File: src/rtl/interp_pkg.sv
// ============================================================================
// Module   : interp_pkg
// Purpose  : Shared constants, FSM state type and helpers for interp_sequencer
// Revision : 1.0 - initial release
// ============================================================================
`default_nettype none

package interp_pkg;

  localparam int NUM_TAPS     = 4;
  localparam int NUM_PHASES   = 25;
  localparam int MULT_LATENCY = 1;
  localparam int ADDR_W       = 8;
  localparam int PHASE_W      = 5;

  typedef enum logic [1:0] {
    IDLE  = 2'd0,
    PRIME = 2'd1,
    RUN   = 2'd2,
    DRAIN = 2'd3
  } state_t;

  // Increment that holds once the last legal address is reached.
  function automatic logic [ADDR_W-1:0] sat_inc(
    input logic [ADDR_W-1:0] value,
    input logic [ADDR_W-1:0] limit
  );
    return (value == limit) ? value : value + ADDR_W'(1);
  endfunction

endpackage

`default_nettype wire

File: src/rtl/interp_valid_pipe.sv
// ============================================================================
// Module   : interp_valid_pipe
// Purpose  : DEPTH-stage delay line carrying the valid flag and its phase tag
// Revision : 1.0 - initial release
// ============================================================================
`default_nettype none

module interp_valid_pipe #(
  parameter int DEPTH   = 1,
  parameter int PHASE_W = 5
) (
  input  logic               clk,
  input  logic               rst,
  input  logic               in_valid,
  input  logic [PHASE_W-1:0] in_phase,
  output logic               out_valid,
  output logic [PHASE_W-1:0] out_phase
);

  logic [DEPTH-1:0]   r_valid;
  logic [PHASE_W-1:0] r_phase [DEPTH];

  always_ff @(posedge clk) begin
    if (rst) begin
      r_valid <= '0;
      for (int i = 0; i < DEPTH; i++) begin
        r_phase[i] <= '0;
      end
    end else begin
      r_valid[0] <= in_valid;
      r_phase[0] <= in_phase;
      for (int i = 1; i < DEPTH; i++) begin
        r_valid[i] <= r_valid[i-1];
        r_phase[i] <= r_phase[i-1];
      end
    end
  end

  assign out_valid = r_valid[DEPTH-1];
  assign out_phase = r_phase[DEPTH-1];

endmodule

`default_nettype wire

File: src/rtl/interp_sequencer.sv
// ============================================================================
// Module   : interp_sequencer
// Purpose  : Address/phase sequencer for the 4-tap, 25-phase interpolator
// Revision : 1.0 - initial release
// ============================================================================
`default_nettype none

module interp_sequencer
  import interp_pkg::*;
(
  input  logic               clk,
  input  logic               rst,
  input  logic               start,
  input  logic [ADDR_W-1:0]  frame_len,
  input  logic               out_tick,
  output logic [ADDR_W-1:0]  addr_data,
  output logic [ADDR_W-1:0]  addr_factor,
  output logic               out_valid,
  output logic [PHASE_W-1:0] out_phase,
  output logic               busy,
  output logic               done,
  output logic               cfg_err
);

  localparam logic [ADDR_W-1:0]  c_one        = ADDR_W'(1);
  localparam logic [ADDR_W-1:0]  c_taps       = ADDR_W'(NUM_TAPS);
  localparam logic [ADDR_W-1:0]  c_prime_last = ADDR_W'(NUM_TAPS - 1);
  localparam logic [ADDR_W-1:0]  c_drain_last = ADDR_W'(MULT_LATENCY - 1);
  localparam logic [ADDR_W-1:0]  c_shift      = ADDR_W'(NUM_PHASES - 1);
  localparam logic [PHASE_W-1:0] c_last_phase = PHASE_W'(NUM_PHASES - 1);

  state_t             r_state;
  logic [ADDR_W-1:0]  r_len;
  logic [ADDR_W-1:0]  r_cnt;
  logic [ADDR_W-1:0]  r_blk;
  logic [PHASE_W-1:0] r_phase;
  logic [ADDR_W-1:0]  r_addr_data;
  logic [ADDR_W-1:0]  r_addr_factor;
  logic               r_busy;
  logic               r_done;
  logic               r_cfg_err;
  logic               r_issue_valid;
  logic [PHASE_W-1:0] r_issue_phase;

  logic [ADDR_W-1:0]  w_addr_next;
  logic               w_last_block;
  logic               w_shift_now;

  assign w_addr_next  = sat_inc(r_addr_data, r_len - c_one);
  assign w_last_block = (r_blk == (r_len - c_taps));
  // The datapath shifts on the edge that ends a cycle with the top phase.
  assign w_shift_now  = (r_addr_factor == c_shift);

  always_ff @(posedge clk) begin
    if (rst) begin
      r_state       <= IDLE;
      r_len         <= '0;
      r_cnt         <= '0;
      r_blk         <= '0;
      r_phase       <= '0;
      r_addr_data   <= '0;
      r_addr_factor <= '0;
      r_busy        <= 1'b0;
      r_done        <= 1'b0;
      r_cfg_err     <= 1'b0;
      r_issue_valid <= 1'b0;
      r_issue_phase <= '0;
    end else begin
      r_done        <= 1'b0;
      r_cfg_err     <= 1'b0;
      r_issue_valid <= 1'b0;

      case (r_state)
        IDLE: begin
          r_addr_factor <= '0;
          if (start) begin
            if (frame_len < c_taps) begin
              r_cfg_err <= 1'b1;
            end else begin
              r_len         <= frame_len;
              r_addr_data   <= '0;
              r_addr_factor <= c_shift;
              r_cnt         <= '0;
              r_busy        <= 1'b1;
              r_state       <= PRIME;
            end
          end
        end

        PRIME: begin
          if (r_cnt == c_prime_last) begin
            r_addr_data   <= c_taps;
            r_addr_factor <= '0;
            r_phase       <= '0;
            r_blk         <= '0;
            r_state       <= RUN;
          end else begin
            r_cnt         <= r_cnt + c_one;
            r_addr_data   <= r_addr_data + c_one;
            r_addr_factor <= c_shift;
          end
        end

        RUN: begin
          if (w_shift_now) begin
            r_addr_data <= w_addr_next;
          end
          if (out_tick) begin
            r_addr_factor <= ADDR_W'(r_phase);
            r_issue_valid <= 1'b1;
            r_issue_phase <= r_phase;
            if (r_phase == c_last_phase) begin
              r_phase <= '0;
              if (w_last_block) begin
                r_cnt   <= '0;
                r_state <= DRAIN;
              end else begin
                r_blk <= r_blk + c_one;
              end
            end else begin
              r_phase <= r_phase + PHASE_W'(1);
            end
          end else begin
            r_addr_factor <= '0;
          end
        end

        DRAIN: begin
          if (w_shift_now) begin
            r_addr_data <= w_addr_next;
          end
          r_addr_factor <= '0;
          if (r_cnt == c_drain_last) begin
            r_done  <= 1'b1;
            r_busy  <= 1'b0;
            r_state <= IDLE;
          end else begin
            r_cnt <= r_cnt + c_one;
          end
        end

        default: begin
          r_state <= IDLE;
        end
      endcase
    end
  end

  interp_valid_pipe #(
    .DEPTH   (MULT_LATENCY),
    .PHASE_W (PHASE_W)
  ) u_valid_pipe (
    .clk       (clk),
    .rst       (rst),
    .in_valid  (r_issue_valid),
    .in_phase  (r_issue_phase),
    .out_valid (out_valid),
    .out_phase (out_phase)
  );

  assign addr_data   = r_addr_data;
  assign addr_factor = r_addr_factor;
  assign busy        = r_busy;
  assign done        = r_done;
  assign cfg_err     = r_cfg_err;

endmodule

`default_nettype wire

File: config.mk
export PLATFORM = sky130hd
export DESIGN_NAME = interp_sequencer
export DESIGN_NICKNAME = d
export VERILOG_FILES = /design/src/rtl/interp_pkg.sv /design/src/rtl/interp_valid_pipe.sv /design/src/rtl/interp_sequencer.sv
export SDC_FILE = /design/constraint.sdc
export NUM_CORES = 1
export LEC_CHECK = 0
export CORE_AREA = 2 2 94 96
export DETAILED_ROUTE_END_ITERATION = 8
export DIE_AREA = 0 0 96 98
export PLACE_DENSITY = 0.65
export SKIP_CTS_REPAIR_TIMING = 1
export SKIP_LAST_GASP = 1
export SLEW_MARGIN = 20
export SYNTH_ARGS = -nofsm -noshare
export SYNTH_HDL_FRONTEND = slang
export SYNTH_HIERARCHICAL = 1
export SYNTH_SLANG_ARGS = --single-unit
File: constraint.sdc
create_clock -name clk -period 2.6 [get_ports clk]
set_input_delay 0.78 -clock clk [delete_from_list [all_inputs] [get_ports clk]]
set_output_delay 0.78 -clock clk [all_outputs]
set_load 0.02 [all_outputs]
==> results.md <==
- Main synth FF type: dfxtp_1
- CP max stage cell: clkdlybuf4s50_1
- FF+latch area: around 1200 um^2
- Top Ports: 37
- Power per cell area: 804.1 nW/um^2
- Design area: a little over 4000 um^2
- Vias: 3019
- Post-Syn Area per Cell: 8.247 um^2
- Normalized max-slew margin: 62.20%
- Final hold vios: 0
- Ys async rst share: 0%
- HP Class: flop to flop
- Combinational share of power: between 40% and 50%
- Switching share of power: between 30% and 40%
- RSZ-0062 raised after global routing: false
- Max-cap viol count: 0
- Cell Area, Synth: 3348 um^2
- Die Area: around 9400 um^2
- Peak VDD IR: about 0.44 mV
- Initial antenna violation count: 0
- Die Wd: 96 um
- Slew Viols, Final: 0
- Sink Count: 59
- Vias per cell: roughly 5.4
- Hold WS: ~0.44 ns
- Worst path max stage delay: a little under 0.5 ns
- Routed wire length: between 7000 and 8000 um
- Highest clock rate: around 0.4 GHz
- Clk pin slew, worst setup/hold paths: 0.08 ns
- P&R area growth vs syn: 20.74%
- Worst Setup End Kind: flop
- GRT Util Overall: 18.06%
- Fill cells: 806
- CP Data Required Time: about 2.8 ns
- DR pass1 iterations: 5
- Terminus of the critical flop-to-flop path: addr_data[1]$_SDFFE_PP0P_
- Internal power: 1999 uW
- Post-route ant nets: 0
- Vias in the first global route: 2909
- Core Rows: 34
- Cts bufs inserted: 9
- IO Port Bufs: 33
- Multi-input logic area: between 1500 and 2000 um^2
- Worst reg2reg path depth: 9
- Worst-case clock buffer depth: 2
- Distinct cells, synth: between 50 and 60
- FF+latch count, synth: between 50 and 60
- Largest net degree at the start of global routing: 31
- Share of layout cells above drive strength 1: about 11%
- Kind of critical path: input pin to flop
- CP startpoint kind: input pin
- Clk root buf: clkbuf_8
- LEAKAGE: 0.001569 uW
- Seq pwr share: about a third
- Crit path max fanout: 6
- Inst Count DP: 542
- Tot Pwr: ~3300 uW
- Arr. time, crit path: 2.70 ns
- Final Non-Filler Cells: about 560
- Switching power: about 1300 uW
- Post-synthesis sequential area ratio: between 30% and 40%
- CTS tree: done
- DRC: 0
- Mapped Cells: 406
- Skew final: about 0.010 ns
- Cell mode on critical path: buf_4
- Post-synth EDFFs: 0
- Fin nets: between 400 and 500
- R2R Path Start: r_len[0]$_SDFFE_PP0P_
- Clock power frac: 26.6%
- Hpwl dp: roughly 5800 um
- Starting density of the core: between 30 and 40%
- Placer Congestion: ~0.84
- Final setup viols: 0
- Total gr overflow: 0
- Final period util: a little over nine tenths
- Die height: around 98 um
- Worst Tran Pin Value: 0.5633 ns
- CP endpoint: r_cnt[3]$_SDFFE_PP0P_
- Clock period minus worst slack: ~2.5 ns
- First-pass GRT wire length: 13590 um
- Reg2Reg Setup Slack: between 0.2 and 0.25 ns
- Cell-by-cell trace of the critical path: clkdlybuf4s50_1, nor4_1, buf_4, a21bo_2, a21oi_1, buf_4, o211ai_1, a32o_1
- Placed cell areas: ~3800 um^2
- Final TNS setup: 0 ns
- Crit. Startpoint: frame_len[2]
- Routed len/inst: ~14 um
- Syn. warnings: 6
- Outcome: completed
- 1st-iter DRT viols: 108
- H-tree levels: 3
- Clock Latency Late Sink: 0.34 ns
- Core area: about 8500 um^2
- Antenna diodes: 0
==> layer usage <==
layer | up-vias | share of wire [%] | GRT usage, %
li1 | 1534 | - | -
met1 | 1431 | 48 | 24.37
met2 | 48 | 47 | 28.10
met3 | 6 | 3.6 | 3.627
met4 | 0 | 1.0 | 7.033
met5 | - | 0 | 0
==> worst min path at each step <==
stage	cells past startpoint	end	slack [ns]	from
2_1_floorplan	1	u_valid_pipe/out_valid$_SDFF_PP0_	0.41	r_issue_valid$_SDFF_PP0_
6_report	1	u_valid_pipe/out_valid$_SDFF_PP0_	0.44	r_issue_valid$_SDFF_PP0_
5_1_grt	1	u_valid_pipe/out_valid$_SDFF_PP0_	0.47	r_issue_valid$_SDFF_PP0_
3_5_place_dp	1	u_valid_pipe/out_valid$_SDFF_PP0_	0.42	r_issue_valid$_SDFF_PP0_
3_3_place_gp	1	u_valid_pipe/out_valid$_SDFF_PP0_	0.43	r_issue_valid$_SDFF_PP0_
4_1_cts	1	u_valid_pipe/out_valid$_SDFF_PP0_	0.45	r_issue_valid$_SDFF_PP0_
==> power groups by stage <==
stage	clock (uW)	sequential, uW	combinational, uW
final	866	1050	1340
after global routing	924	1060	1490
after CTS	875	1050	1320
after detailed placement	0	1070	1320
after global placement	0	1070	1290
after floorplan	0	1060	964
==> cells in the mapped netlist (all sizes together), types with 2 or more instances <==
cell type  instances  area (um^2)
dfxtp             59         1181
nand2             43        163.9
nor2              33        123.9
inv               26        97.59
a21oi             18        90.09
nand3             17        85.08
a31oi             15        93.84
ha                14        175.2
xor2              14        122.6
clkbuf            13        48.80
and3              12        75.07
buf               12        81.32
xnor2             12        105.1
nor3              11        55.05
o32ai             10        87.58
o21ai              9        45.04
nor4               8        71.32
mux2i              7        70.07
a32o               6        60.06
nand4b             6        52.55
nor2b              6        37.54
o22ai              6        37.54
nand4              4        25.02
o211ai             4        30.03
a221oi             3        26.28
nand2b             3        18.77
nor3b              3        22.52
or2                3        18.77
a311oi             2        17.52
a31o               2        17.52
a41o               2        20.02
and2               2        12.51
nor4b              2        17.52
o21ba              2        20.02
or3                2        17.52
==> logic make-up after synthesis <==
family                     after synthesis  share of synthesized area, %
other                                    1                        0.1120
AOI/OAI and AO/OA                       90                         19.25
and+or+nand+nor                        157                         24.33
muxes                                    7                         2.093
buffers and inverters                   52                         6.913
adders and majority gates               14                         5.232
xor gates and xnor gates                26                         6.801
DFF                                     59                         35.28
==> registers in the layout, indices dropped and copies added, names as in the netlist <==
signal,flops
r_issue_phase,5
r_len,8
done,1
r_state,2
r_phase,5
r_blk,8
addr_data,8
r_issue_valid,1
cfg_err,1
u_valid_pipe/r_phase,5
r_cnt,8
u_valid_pipe/out_valid,1
addr_factor,5
busy,1
==> critical path: cells and delay by family <==
family	cells	cell delay (ns)
compound gates	4	0.98
simple gates	1	0.06
buf+inv	3	0.87
==> placed cells by master, fill, tap and decap left out, drive strengths merged, types with 4 or more instances in the layout <==
| cell | netlist | layout |
|---|---|---|
| a21oi | 18 | 18 |
| a31oi | 15 | 15 |
| a32o | 6 | 6 |
| and3 | 12 | 12 |
| buf | 12 | 18 |
| clkbuf | 13 | 9 |
| clkdlybuf4s50 | 0 | 33 |
| dfxtp | 59 | 59 |
| ha | 14 | 14 |
| inv | 26 | 28 |
| mux2i | 7 | 7 |
| nand2 | 43 | 43 |
| nand3 | 17 | 17 |
| nand4 | 4 | 4 |
| nand4b | 6 | 6 |
| nor2 | 33 | 33 |
| nor2b | 6 | 6 |
| nor3 | 11 | 11 |
| nor4 | 8 | 8 |
| o211ai | 4 | 4 |
| o21ai | 9 | 9 |
| o22ai | 6 | 6 |
| o32ai | 10 | 10 |
| xnor2 | 12 | 12 |
| xor2 | 14 | 14 |
==> stage by stage <==
step | setup slack (ns) | utilization [%]
floorplan | 0.2163 | -
global placement | -0.2026 | 45.34
detailed placement | -0.2863 | 45.34
CTS | 0.06549 | 47.71
global route | 0.02636 | 47.75
finish | 0.1401 | 47.75
==> final cells by class <==
type                            instances  share of cell area [%]
Multi-Input combinational cell        297                   48.16
Sequential cell                        59                   29.22
Timing Repair Buffer                   51                   11.82
Tap cell                              108                   3.343
Clock buffer                            9                   3.064
Inverter                               27                   2.507
Clock inverter                          7                   1.888
(Power assumes the default switching activity.)
